## config.mk

```make
export PLATFORM = sky130hd
export DESIGN_NAME = mci_wdt_gen2
export DESIGN_NICKNAME = d
export VERILOG_FILES = /design/src/rtl/mci_pkg.sv /design/src/rtl/mci_wdt_stage.sv /design/src/rtl/mci_wdt_gen2.sv
export SDC_FILE = /design/constraint.sdc
export NUM_CORES = 1
export LEC_CHECK = 0
export BUFFER_PORTS_ARGS = -buffer_cell sky130_fd_sc_hd__buf_2
export CORE_MARGIN = 2
export CORE_UTILIZATION = 54
export CTS_BUF_LIST = sky130_fd_sc_hd__clkbuf_4 sky130_fd_sc_hd__clkbuf_8
export CTS_CLUSTER_SIZE = 25
export DETAILED_ROUTE_END_ITERATION = 8
export PLACE_DENSITY_LB_ADDON = 0.25
export SETUP_SLACK_MARGIN = 0.15
export SKIP_LAST_GASP = 1
export SLEW_MARGIN = 20
export SYNTH_ARGS = -nofsm -noshare
export SYNTH_HDL_FRONTEND = slang
export SYNTH_HIERARCHICAL = 1
export SYNTH_SLANG_ARGS = --single-unit
```

## constraint.sdc

```tcl
create_clock -name clk -period 11.1 [get_ports clk]
set_input_delay 1.11 -clock clk [delete_from_list [all_inputs] [get_ports clk]]
set_output_delay 1.11 -clock clk [all_outputs]
set_load 0.02 [all_outputs]
```

## src/rtl/mci_pkg.sv

```systemverilog
// Shared MCI definitions used by the watchdog bank.
package mci_pkg;

    localparam int MCI_WDT_TIMEOUT_PERIOD_W = 64;
    localparam int MCI_WDT_NUM_TIMERS_DEF   = 2;

    typedef enum logic {
        WDT_INDEPENDENT = 1'b0,
        WDT_CASCADE     = 1'b1
    } mci_wdt_mode_e;

endpackage

```

## src/rtl/mci_wdt_stage.sv

```systemverilog
// One watchdog stage: a wrapping timeout counter plus its sticky irq and expired flags.
module mci_wdt_stage
    import mci_pkg::*;
#(
    parameter int TIMEOUT_W = MCI_WDT_TIMEOUT_PERIOD_W
) (
    input  logic                 clk,
    input  logic                 rst,
    input  logic                 active,
    input  logic                 restart,
    input  logic                 irq_clr,
    input  logic [TIMEOUT_W-1:0] period,
    output logic [TIMEOUT_W-1:0] count,
    output logic                 irq,
    output logic                 expired,
    output logic                 expire
);

    logic [TIMEOUT_W-1:0] count_q, count_d;
    logic                 irq_q, irq_d;
    logic                 exp_q, exp_d;
    logic                 hit;

    assign hit    = active & (count_q == period - TIMEOUT_W'(1));
    // Restart outranks a same-cycle expiry, so no irq is raised then.
    assign expire = hit & ~restart;

    always_comb begin
        count_d = count_q;
        exp_d   = exp_q;
        irq_d   = irq_q;
        if (restart) begin
            count_d = '0;
            exp_d   = 1'b0;
        end else if (hit) begin
            count_d = '0;
            exp_d   = 1'b1;
        end else if (active) begin
            count_d = count_q + TIMEOUT_W'(1);
        end
        if (expire)       irq_d = 1'b1;
        else if (irq_clr) irq_d = 1'b0;
    end

    always_ff @(posedge clk) begin
        if (rst) begin
            count_q <= '0;
            irq_q   <= 1'b0;
            exp_q   <= 1'b0;
        end else begin
            count_q <= count_d;
            irq_q   <= irq_d;
            exp_q   <= exp_d;
        end
    end

    assign count   = count_q;
    assign irq     = irq_q;
    assign expired = exp_q;

endmodule

```

## src/rtl/mci_wdt_gen2.sv

```systemverilog
// Parametrised watchdog bank: independent timers or a cascaded chain ending in fatal.
module mci_wdt_gen2
    import mci_pkg::*;
#(
    parameter int NUM_TIMERS = MCI_WDT_NUM_TIMERS_DEF,
    parameter int TIMEOUT_W  = MCI_WDT_TIMEOUT_PERIOD_W
) (
    input  logic                            clk,
    input  logic                            rst,
    input  logic                            mode,
    input  logic                            pause,
    input  logic [NUM_TIMERS-1:0]           en,
    input  logic [NUM_TIMERS*TIMEOUT_W-1:0] timeout_period,
    input  logic [NUM_TIMERS-1:0]           restart,
    input  logic [NUM_TIMERS-1:0]           irq_clr,
    output logic [NUM_TIMERS-1:0]           timeout_irq,
    output logic                            fatal,
    output logic [NUM_TIMERS*TIMEOUT_W-1:0] count
);

    logic                  mode_q, mode_d;
    logic                  fatal_q, fatal_d;
    logic                  mode_chg;
    logic                  cascade;
    logic [NUM_TIMERS-1:0] arm, active, restart_eff, expired, expire;
    logic                  unused_stage;

    assign mode_d   = mode;
    assign mode_chg = (mode != mode_q);
    assign cascade  = (mode_q == WDT_CASCADE);

    for (genvar k = 0; k < NUM_TIMERS; k++) begin : g_stage
        logic [TIMEOUT_W-1:0] period;
        assign period = timeout_period[k*TIMEOUT_W +: TIMEOUT_W];

        if (k == 0) begin : g_head
            assign arm[k]         = 1'b1;
            assign restart_eff[k] = restart[k] | mode_chg;
        end else begin : g_tail
            // In a chain, restarting stage 0 disarms everything downstream.
            assign arm[k]         = ~cascade | expired[k-1];
            assign restart_eff[k] = restart[k] | mode_chg | (cascade & restart[0]);
        end

        assign active[k] = en[k] & ~pause & (period != '0) & arm[k];

        mci_wdt_stage #(
            .TIMEOUT_W (TIMEOUT_W)
        ) u_stage (
            .clk     (clk),
            .rst     (rst),
            .active  (active[k]),
            .restart (restart_eff[k]),
            .irq_clr (irq_clr[k]),
            .period  (period),
            .count   (count[k*TIMEOUT_W +: TIMEOUT_W]),
            .irq     (timeout_irq[k]),
            .expired (expired[k]),
            .expire  (expire[k])
        );
    end

    assign fatal_d = fatal_q | (cascade & expire[NUM_TIMERS-1]);

    always_ff @(posedge clk) begin
        if (rst) begin
            mode_q  <= 1'b0;
            fatal_q <= 1'b0;
        end else begin
            mode_q  <= mode_d;
            fatal_q <= fatal_d;
        end
    end

    assign fatal        = fatal_q;
    assign unused_stage = ^{expired[NUM_TIMERS-1], expire};

endmodule

```

# [Word level (Yosys, flattened, before mapping)]
# Index checks and enable logic that the tools add are counted.
[op_classes] n_addsub=4 n_eq_ne=3 mux=4 n_bitwise=20 n_reduce_logical=7
[ops] cell="$add 64x1->64 const B" n=2
[ops] cell="$eq 64x64->1" n=2
[ops] cell="$reduce_bool 64->1" n=2
[ops] cell="$sub 64x1->64 const B" n=2
[ops] cell="$and 1x1->1" n=11
[ops] cell="$reduce_or 3->1" n=2
[ops] cell="$or 1x1->1" n=5
[ops] cell="$mux 1" n=4
[ops] cell="$not 1->1" n=4
[ops] cell="$reduce_bool 2->1" n=2
[ops] cell="$reduce_or 2->1" n=1
[ops] cell="$ne 1x1->1" n=1
[word_totals] ff_bits=133 inputBits=138 out_inout_bits=131

# [Logic depth before layout (Yosys ltp)]
# Gate-level depths: netlist (run 1).
[logic_depth] word_depth=8 mapped_depth=15

# [Hierarchy]
# Netlist (run 1), hierarchy kept.
[modules_own_cells] module="mci_wdt_stage (g_stage[0].u_stage)" instances=1 cells_per_inst=749 area_per_inst_um2=5725.5
[modules_own_cells] module="mci_wdt_stage (g_stage[1].u_stage)" instances=1 cells_per_inst=679 area_per_inst_um2=5251.3
[modules_own_cells] module="mci_wdt_gen2" instances=1 cells_per_inst=56 area_per_inst_um2=385.4

# [Worst setup path before layout (run 1)]
# Ideal clock, no wire load.
[synth_timing] kind="input -> register" start="in timeout_period[64]" end="reg g_stage[1].u_stage.count_q[0]" setup_ns=0.115 t_arrival_ns=4.673 slack_ns=6.312 cell_stages=13 path_cell_list="inv_1 ha_1 or4b_4 buf_6 or3_4 nor2_4 xnor2_1 or4_1 or4_1 or4_4 o31ai_4 buf_6 nor2_2"
[synth_between] elab_chain_cells=5 elab_cells_between_ends=7 cone_classes="add/sub (1); eq/ne (1); bitwise (3); reduce/logical (2)"
[synth_lines] item="start, declared" line="mci_wdt_gen2.sv:13" source="input logic [NUM_TIMERS*TIMEOUT_W-1:0] timeout_period,"
[synth_lines] item="branches (longest 5 deep; another with $sub 64x1->64)"
[synth_lines] item="end signal, assigned" line="mci_wdt_stage.sv:51" source="count_q <= count_d;"
[synth_lines] item="end, declared" line="mci_wdt_stage.sv:19" source="logic [TIMEOUT_W-1:0] count_q, count_d;"
# Parallel ways; which one is timed is not known.
# A chain may end at the register's enable or synchronous reset.

# [Worst setup path after layout (run 1)]
[layout_timing] start="in timeout_period[0]" end="reg g_stage[0].u_stage.count_q[20]"
[layout_between] elab_chain_cells=4 elab_cells_between_ends=6 cone_classes="add/sub (1); eq/ne (1); bitwise (2); reduce/logical (2)"
[layout_lines] item="$sub 64x1->64 / $reduce_bool 64->1 (equally long branches)" line="mci_wdt_stage.sv:24, mci_wdt_gen2.sv:45"
[layout_lines] item="$eq 64x64->1 / $and 1x1->1 (equally long branches)" line="mci_wdt_stage.sv:24, mci_wdt_gen2.sv:45"
[layout_lines] item="$and 1x1->1" line="mci_wdt_stage.sv:24" source="assign hit = active & (count_q == period - TIMEOUT_W'(1));"
[layout_lines] item="$reduce_or 3->1 (no line)"
[layout_lines] item="end signal, assigned" line="mci_wdt_stage.sv:51"
[layout_lines] item="end, declared" line="mci_wdt_stage.sv:19"
# Parallel ways exist; a longest one is shown, timed or not.

==> results of run 1 <==
## power by group through the flow
stage,logic [mW],clock network [mW],registers [mW]
after CTS,0.163,0.499,0.477
after global routing,0.179,0.517,0.478
after floorplan,0.0837,0,0.489
after detailed placement,0.162,0,0.489
after global placement,0.162,0,0.489
final,0.169,0.494,0.477
## final cells by class
class | instances | area (sq um) | share of cell area [%]
sequential | 133 | 2660 | 20.1
clock buffer | 19 | 249 | 1.88
inverter | 21 | 78.8 | 0.596
timing repair buffer | 276 | 1400 | 10.6
clock inverter | 13 | 218 | 1.65
multi-input combinational | 1276 | 8280 | 62.6
tap | 270 | 338 | 2.55
## worst max-delay path by stage
stage / start / endpoint / slack [ps] / depth (start not counted)
3_5_place_dp: timeout_period[0] / g_stage[0].u_stage/count[45] / 5540 / 12
5_1_grt: timeout_period[0] / g_stage[0].u_stage/count[3] / 5560 / 12
3_3_place_gp: timeout_period[0] / g_stage[0].u_stage/count[2] / 5220 / 12
4_1_cts: timeout_period[0] / g_stage[0].u_stage/count[20] / 6010 / 12
2_1_floorplan: timeout_period[64] / g_stage[1].u_stage/count[0] / 6320 / 13
6_report: timeout_period[0] / g_stage[0].u_stage/count[20] / 5860 / 12
## cell usage in the layout (no fill, tap or decap), types with 26 or more instances in the layout
| cell type | n |
|---|---|
| buf_2 | 268 |
| xnor2_1 | 167 |
| nor2_1 | 156 |
| xor2_1 | 138 |
| dfxtp_1 | 133 |
| nor3_1 | 128 |
| nand2_1 | 103 |
| nor4_1 | 103 |
| nand3_1 | 72 |
| nand4_1 | 71 |
| and3_1 | 28 |
| or4_1 | 26 |
## through the flow
step,worst slack (ps),std cells,power [mW]
2_1_floorplan,6320,1480,0.573
3_3_place_gp,5220,1976,0.651
3_5_place_dp,5540,1976,0.651
4_1_cts,6010,2008,1.14
5_1_grt,5560,2008,1.17
6_report,5860,2008,1.14
## metal layers
layer	track usage [%]	share of wire, %	up-vias
li1	-	-	5939
met1	52.6	43	6029
met2	56.5	43	781
met3	8.23	11	113
met4	14.1	3.5	0
met5	0	0	-
## worst max-delay path, cell delays in order
cell and delay, ps:
buf_2 130, inv_1 60, ha_1 210, nor4b_1 670, nand4_1 540, nor4_2 630
and3b_1 230, a2bb2o_1 310, or4_1 540, nor4_2 290, and2_4 670, nor3_1 120
## registers in the layout (all words and copies together) (netlist names)
register,cells
cascade,1
fatal,1
g_stage.u_stage/count,128
g_stage.u_stage/expired,1
g_stage.u_stage/irq,2
==> results by group, run 1 <==
Timing
  • RSZ-0062 raised after global routing: false
  • Final count of pins violating max slew: 0
  • Final setup viols: 0
  • Rel. slew slack: 28.0%
  • Pin slew with the least headroom to its limit: 1070 ps
  • Setup Skew: 21.7 ps
  • Setup TNS: 0 ps
  • Final Hold Fails: 0
  • Post-route clock period utilization: 47.2%
  • Max Clk Rate: 0.191 GHz
  • Hold Worst Slack: 449 ps
  • Fin crit period: 5240 ps

Job
  • Max cap viols: 0

Final layout
  • Final Instance Area: 13200 sq um
  • Final Util: 64.8%
  • Ant. Diodes: 0
  • Area growth, synth to finish: 16.8%
  • Layout cells sized above 1: 20.4%
  • Fillers: 1820
  • Nets: 1867

Clocking
  • # hold bufs at CTS: 0
  • Worst skew pair latency: 450 ps
  • Clock Sink Count: 133
  • H-Tree Depth: 4
  • Clock root buffer: clkbuf_8
  • CTS resizes: 0
  • Reg clk slew, reported paths: 80 ps
  • Post-CTS setup buffer count: 0
  • CTS tree: yes
  • Bufs on Longest Clock Path: 2
  • CTS buffer count: 17

Min path
  • Worst min path class: flop to flop
  • Hold Crit Start: g_stage[0].u_stage/irq
  • Hold Path Stages: 2
  • Hold EP: g_stage[0].u_stage/irq

Routing
  • Wire per inst: 21.5 microns
  • Via count: 12900
  • Drt total wl: 43100 microns
  • Routed Antenna Nets: 0
  • Vias/cell: 6.41
  • Initial DRC count: 1348
  • Initial DRT Pass Iterations: 8
  • Drt drc: 0

Placement
  • Post-DP HPWL: 34200 microns
  • Area post-placement: 12800 sq um
  • Number of buffers added on ports: 268
  • Placer Congestion: 1.08

Worst setup path
  • RR Endpoint: g_stage[0].u_stage/count[20]
  • Reg-to-reg setup timing slack: 7380 ps
  • Worst Path Max Fanout: 63
  • Worst Path Class, Setup: input pin to flop
  • R2R Path Start: g_stage[0].u_stage/count[2]
  • Crit path capture type: flop
  • Setup crit start kind: input pin
  • Worst Path Required: 11390 ps
  • Arr. time, crit path: 5530 ps
  • FF-to-FF path depth: 9

Status
  • Outcome: finished clean

Power
  • Switching Fraction: 28.6%
  • Share of power burned in registers: 41.9%
  • Logic pwr share: 14.8%
  • Leakage: 4.63 nW
  • Switching Power: 326 uW
  • Power Internal: 814 uW
  • Max rail drop VDD: 0.0928 mV
  • Clock group share of total power: 43.3%
  • P per Cell Area: 86.2 nW/um^2

Global route
  • Tot GR Track Use: 37.6%
  • Initial antenna violation count: 0
  • Pin count of the biggest net entering global routing: 64
  • Number of global-route vias before repair: 11600
  • First-pass GRT wire length: 65200 microns
  • GRT overflow: 0

Synth
  • Yosys Warn Count: 6
  • Cell Area, Synth: 11300 sq um
  • Mapped Cells: 1480
  • Syn_area_per_cell: 7.65 sq um
  • Post-Syn Nets: 1622

Floorplan
  • Die width: 149 microns
  • Core Area: 20400 sq um
  • I/O pins: 269
  • Initial Util: 55.4%
  • Standard-cell rows: 52
  • Die height: 149 microns
  • Die area: 22100 sq um
Power figures use the tool's default switching activity.
==> run 2, diff against run 1 <==
Settings changed: ABC_AREA set to 1, CORE_UTILIZATION 54 to 53.
Clock period 11.1 ns to 4.2 ns, I/O delays scaled along.
==> run 2 against run 1 <==
- combinational power increased to 2.8 times the previous value
- cell count up 52%
- clock power increased to 2.7 times the previous value
- routed wire length is 28% higher
- first-iteration DRC count up 31%
- critical path depth up 11
- largest power group unchanged
- highest routed layer is now met5
==> results by group, run 2 <==
Clocking
  • Bufs on Longest Clock Path: 2
  • # hold bufs at CTS: 0
  • Post-CTS setup buffer count: 0
  • CTS resizes: 0
  • CTS buffer count: 17
  • H-Tree Depth: 4
  • CTS tree: yes
  • Clock root buffer: clkbuf_8
  • Clock Sink Count: 133
  • Reg clk slew, reported paths: 90 ps
  • Worst skew pair latency: 450 ps

Worst setup path
  • Critical path's most frequent cell: nor2_1
  • Slowest CP cell: a21oi_1
  • WP buf/inv: 3
  • Worst Path Max Fanout: 64
  • Worst Path Class, Setup: input pin to flop
  • Worst Path Required: 4530 ps
  • Worst-path cell chain: buf_2 -> nor2_1 -> nand2_1 -> nor2_1 -> nand2_1 -> nor2_1 -> a21oi_1 -> inv_2 -> a21oi_1 -> o21ai_1 -> nor2_1 -> nand3_1 -> nor2_1 -> nand2_1 -> nor2_1 -> nand2_1 -> nor2_1 -> nand2_1 -> nor2_1 -> nand3_1 -> nand2_4 -> buf_12 -> nor2_1
  • R2R Path Start: g_stage[0].u_stage/expired
  • Top delay family on crit path: simple AND/OR/NAND/NOR gates
  • RR Endpoint: g_stage[1].u_stage/count[28]
  • Worst path max stage delay: 650 ps
  • Arr. time, crit path: 3820 ps
  • FF-to-FF path depth: 19
  • Crit path capture type: flop
  • Reg-to-reg setup timing slack: 910 ps
  • Setup crit start kind: input pin

Placement
  • Placer Congestion: 1.05
  • Area post-placement: 15200 sq um
  • Post-DP HPWL: 46000 microns
  • Place WS: 468 ps
  • Dpl cells: 3017
  • Number of buffers added on ports: 268

Synth
  • Post-Syn Nets: 2575
  • Mapped Cells: 2433
  • Syn_area_per_cell: 5.55 sq um
  • Cell Area, Synth: 13500 sq um
  • Yosys Warn Count: 6

Min path
  • Hold EP: cascade
  • Worst min path class: input pin to flop
  • Hold Crit Start: mode
  • Hold Path Stages: 3

Routing
  • Drt total wl: 55200 microns
  • Vias/cell: 5.61
  • Routed Antenna Nets: 0
  • Wire per inst: 18.1 microns
  • Via count: 17100
  • Drt drc: 0
  • Initial DRT Pass Iterations: 7
  • Initial DRC count: 1770

Final layout
  • Area growth, synth to finish: 15.9%
  • Final Util: 62.3%
  • Nets: 2848
  • Most frequent cells in the layout: nand2_1, nor2_1, buf_2
  • Layout cells sized above 1: 13.5%
  • Max reg flops: 128
  • Most common cell after layout, fill and taps aside: nand2_1
  • Final Instance Area: 15600 sq um
  • Final non-filler cell total: 3049

Global route
  • M3 GR Usage: 4.75%
  • Initial antenna violation count: 2
  • Top Usage Layer GRT: met2
  • Pin count of the biggest net entering global routing: 65
  • Tot GR Track Use: 40.5%
  • Met1 Use GR: 45.7%
  • First-pass GRT wire length: 83800 microns
  • Number of global-route vias before repair: 16300
  • GRT overflow: 0
  • M2 GR Usage: 70.6%

Floorplan
  • Standard-cell rows: 58
  • Die area: 26800 sq um
  • Die height: 164 microns
  • Initial Util: 53.8%
  • Core Area: 25100 sq um
  • Die width: 164 microns
  • I/O pins: 269

Timing
  • Setup TNS: 0 ps
  • Setup Skew: 17.3 ps
  • Final setup viols: 0
  • Post-route clock period utilization: 83.2%
  • Final count of pins violating max slew: 0
  • Max Clk Rate: 0.286 GHz
  • RSZ-0062 raised after global routing: false
  • Rel. slew slack: 26.8%
  • Fin crit period: 3490 ps
  • Final setup margin: 705 ps
  • Pin slew with the least headroom to its limit: 1090 ps
  • Hold Worst Slack: 208 ps
  • Final Hold Fails: 0

Power
  • Max rail drop VDD: 0.180 mV
  • Leakage: 6.47 nW
  • Power Total: 3.05 mW
  • P per Cell Area: 195 nW/um^2

Status
  • Outcome: finished clean

Job
  • Max cap viols: 0
-- run 2: worst max-delay path by stage --
stage | start | to | slack [ps] | depth (start not counted)
2_1_floorplan | timeout_period[1] | g_stage[0].u_stage/count[22] | 1800 | 23
3_3_place_gp | timeout_period[32] | g_stage[0].u_stage/count[59] | 600 | 23
4_1_cts | timeout_period[32] | g_stage[0].u_stage/count[3] | 920 | 23
3_5_place_dp | timeout_period[32] | g_stage[0].u_stage/count[15] | 470 | 23
6_report | timeout_period[32] | g_stage[0].u_stage/count[3] | 710 | 23
5_1_grt | timeout_period[32] | g_stage[0].u_stage/count[3] | 590 | 23
-- run 2: cell type report --
type / count / area (sq um)
clock inverter: 12 / 230
timing repair buffer: 276 / 1430
sequential: 133 / 2660
tap: 330 / 413
antenna: 2 / 5.00
inverter: 270 / 1010
fill: 2520 / 9470
clock buffer: 18 / 241
multi-input combinational: 2008 / 9650
-- run 2: worst min-delay path: stages --
cell and delay, ps:
buf_2 110, inv_1 40, nor2_1 30
-- run 2: power by group --
part / internal [mW] / switching, mW / total (mW)
Combinational: 0.160 / 0.311 / 0.470
Sequential: 1.26 / 0.00153 / 1.26
Clock: 0.770 / 0.551 / 1.32
Total: 2.19 / 0.863 / 3.05
-- run 2: per-layer routing --
metal | wire (microns) | up-vias
met1 | 19700 | 7636
met4 | 4620 | 2
met3 | 4830 | 257
met2 | 26000 | 1012
li1 | - | 8206
met5 | 15 | -
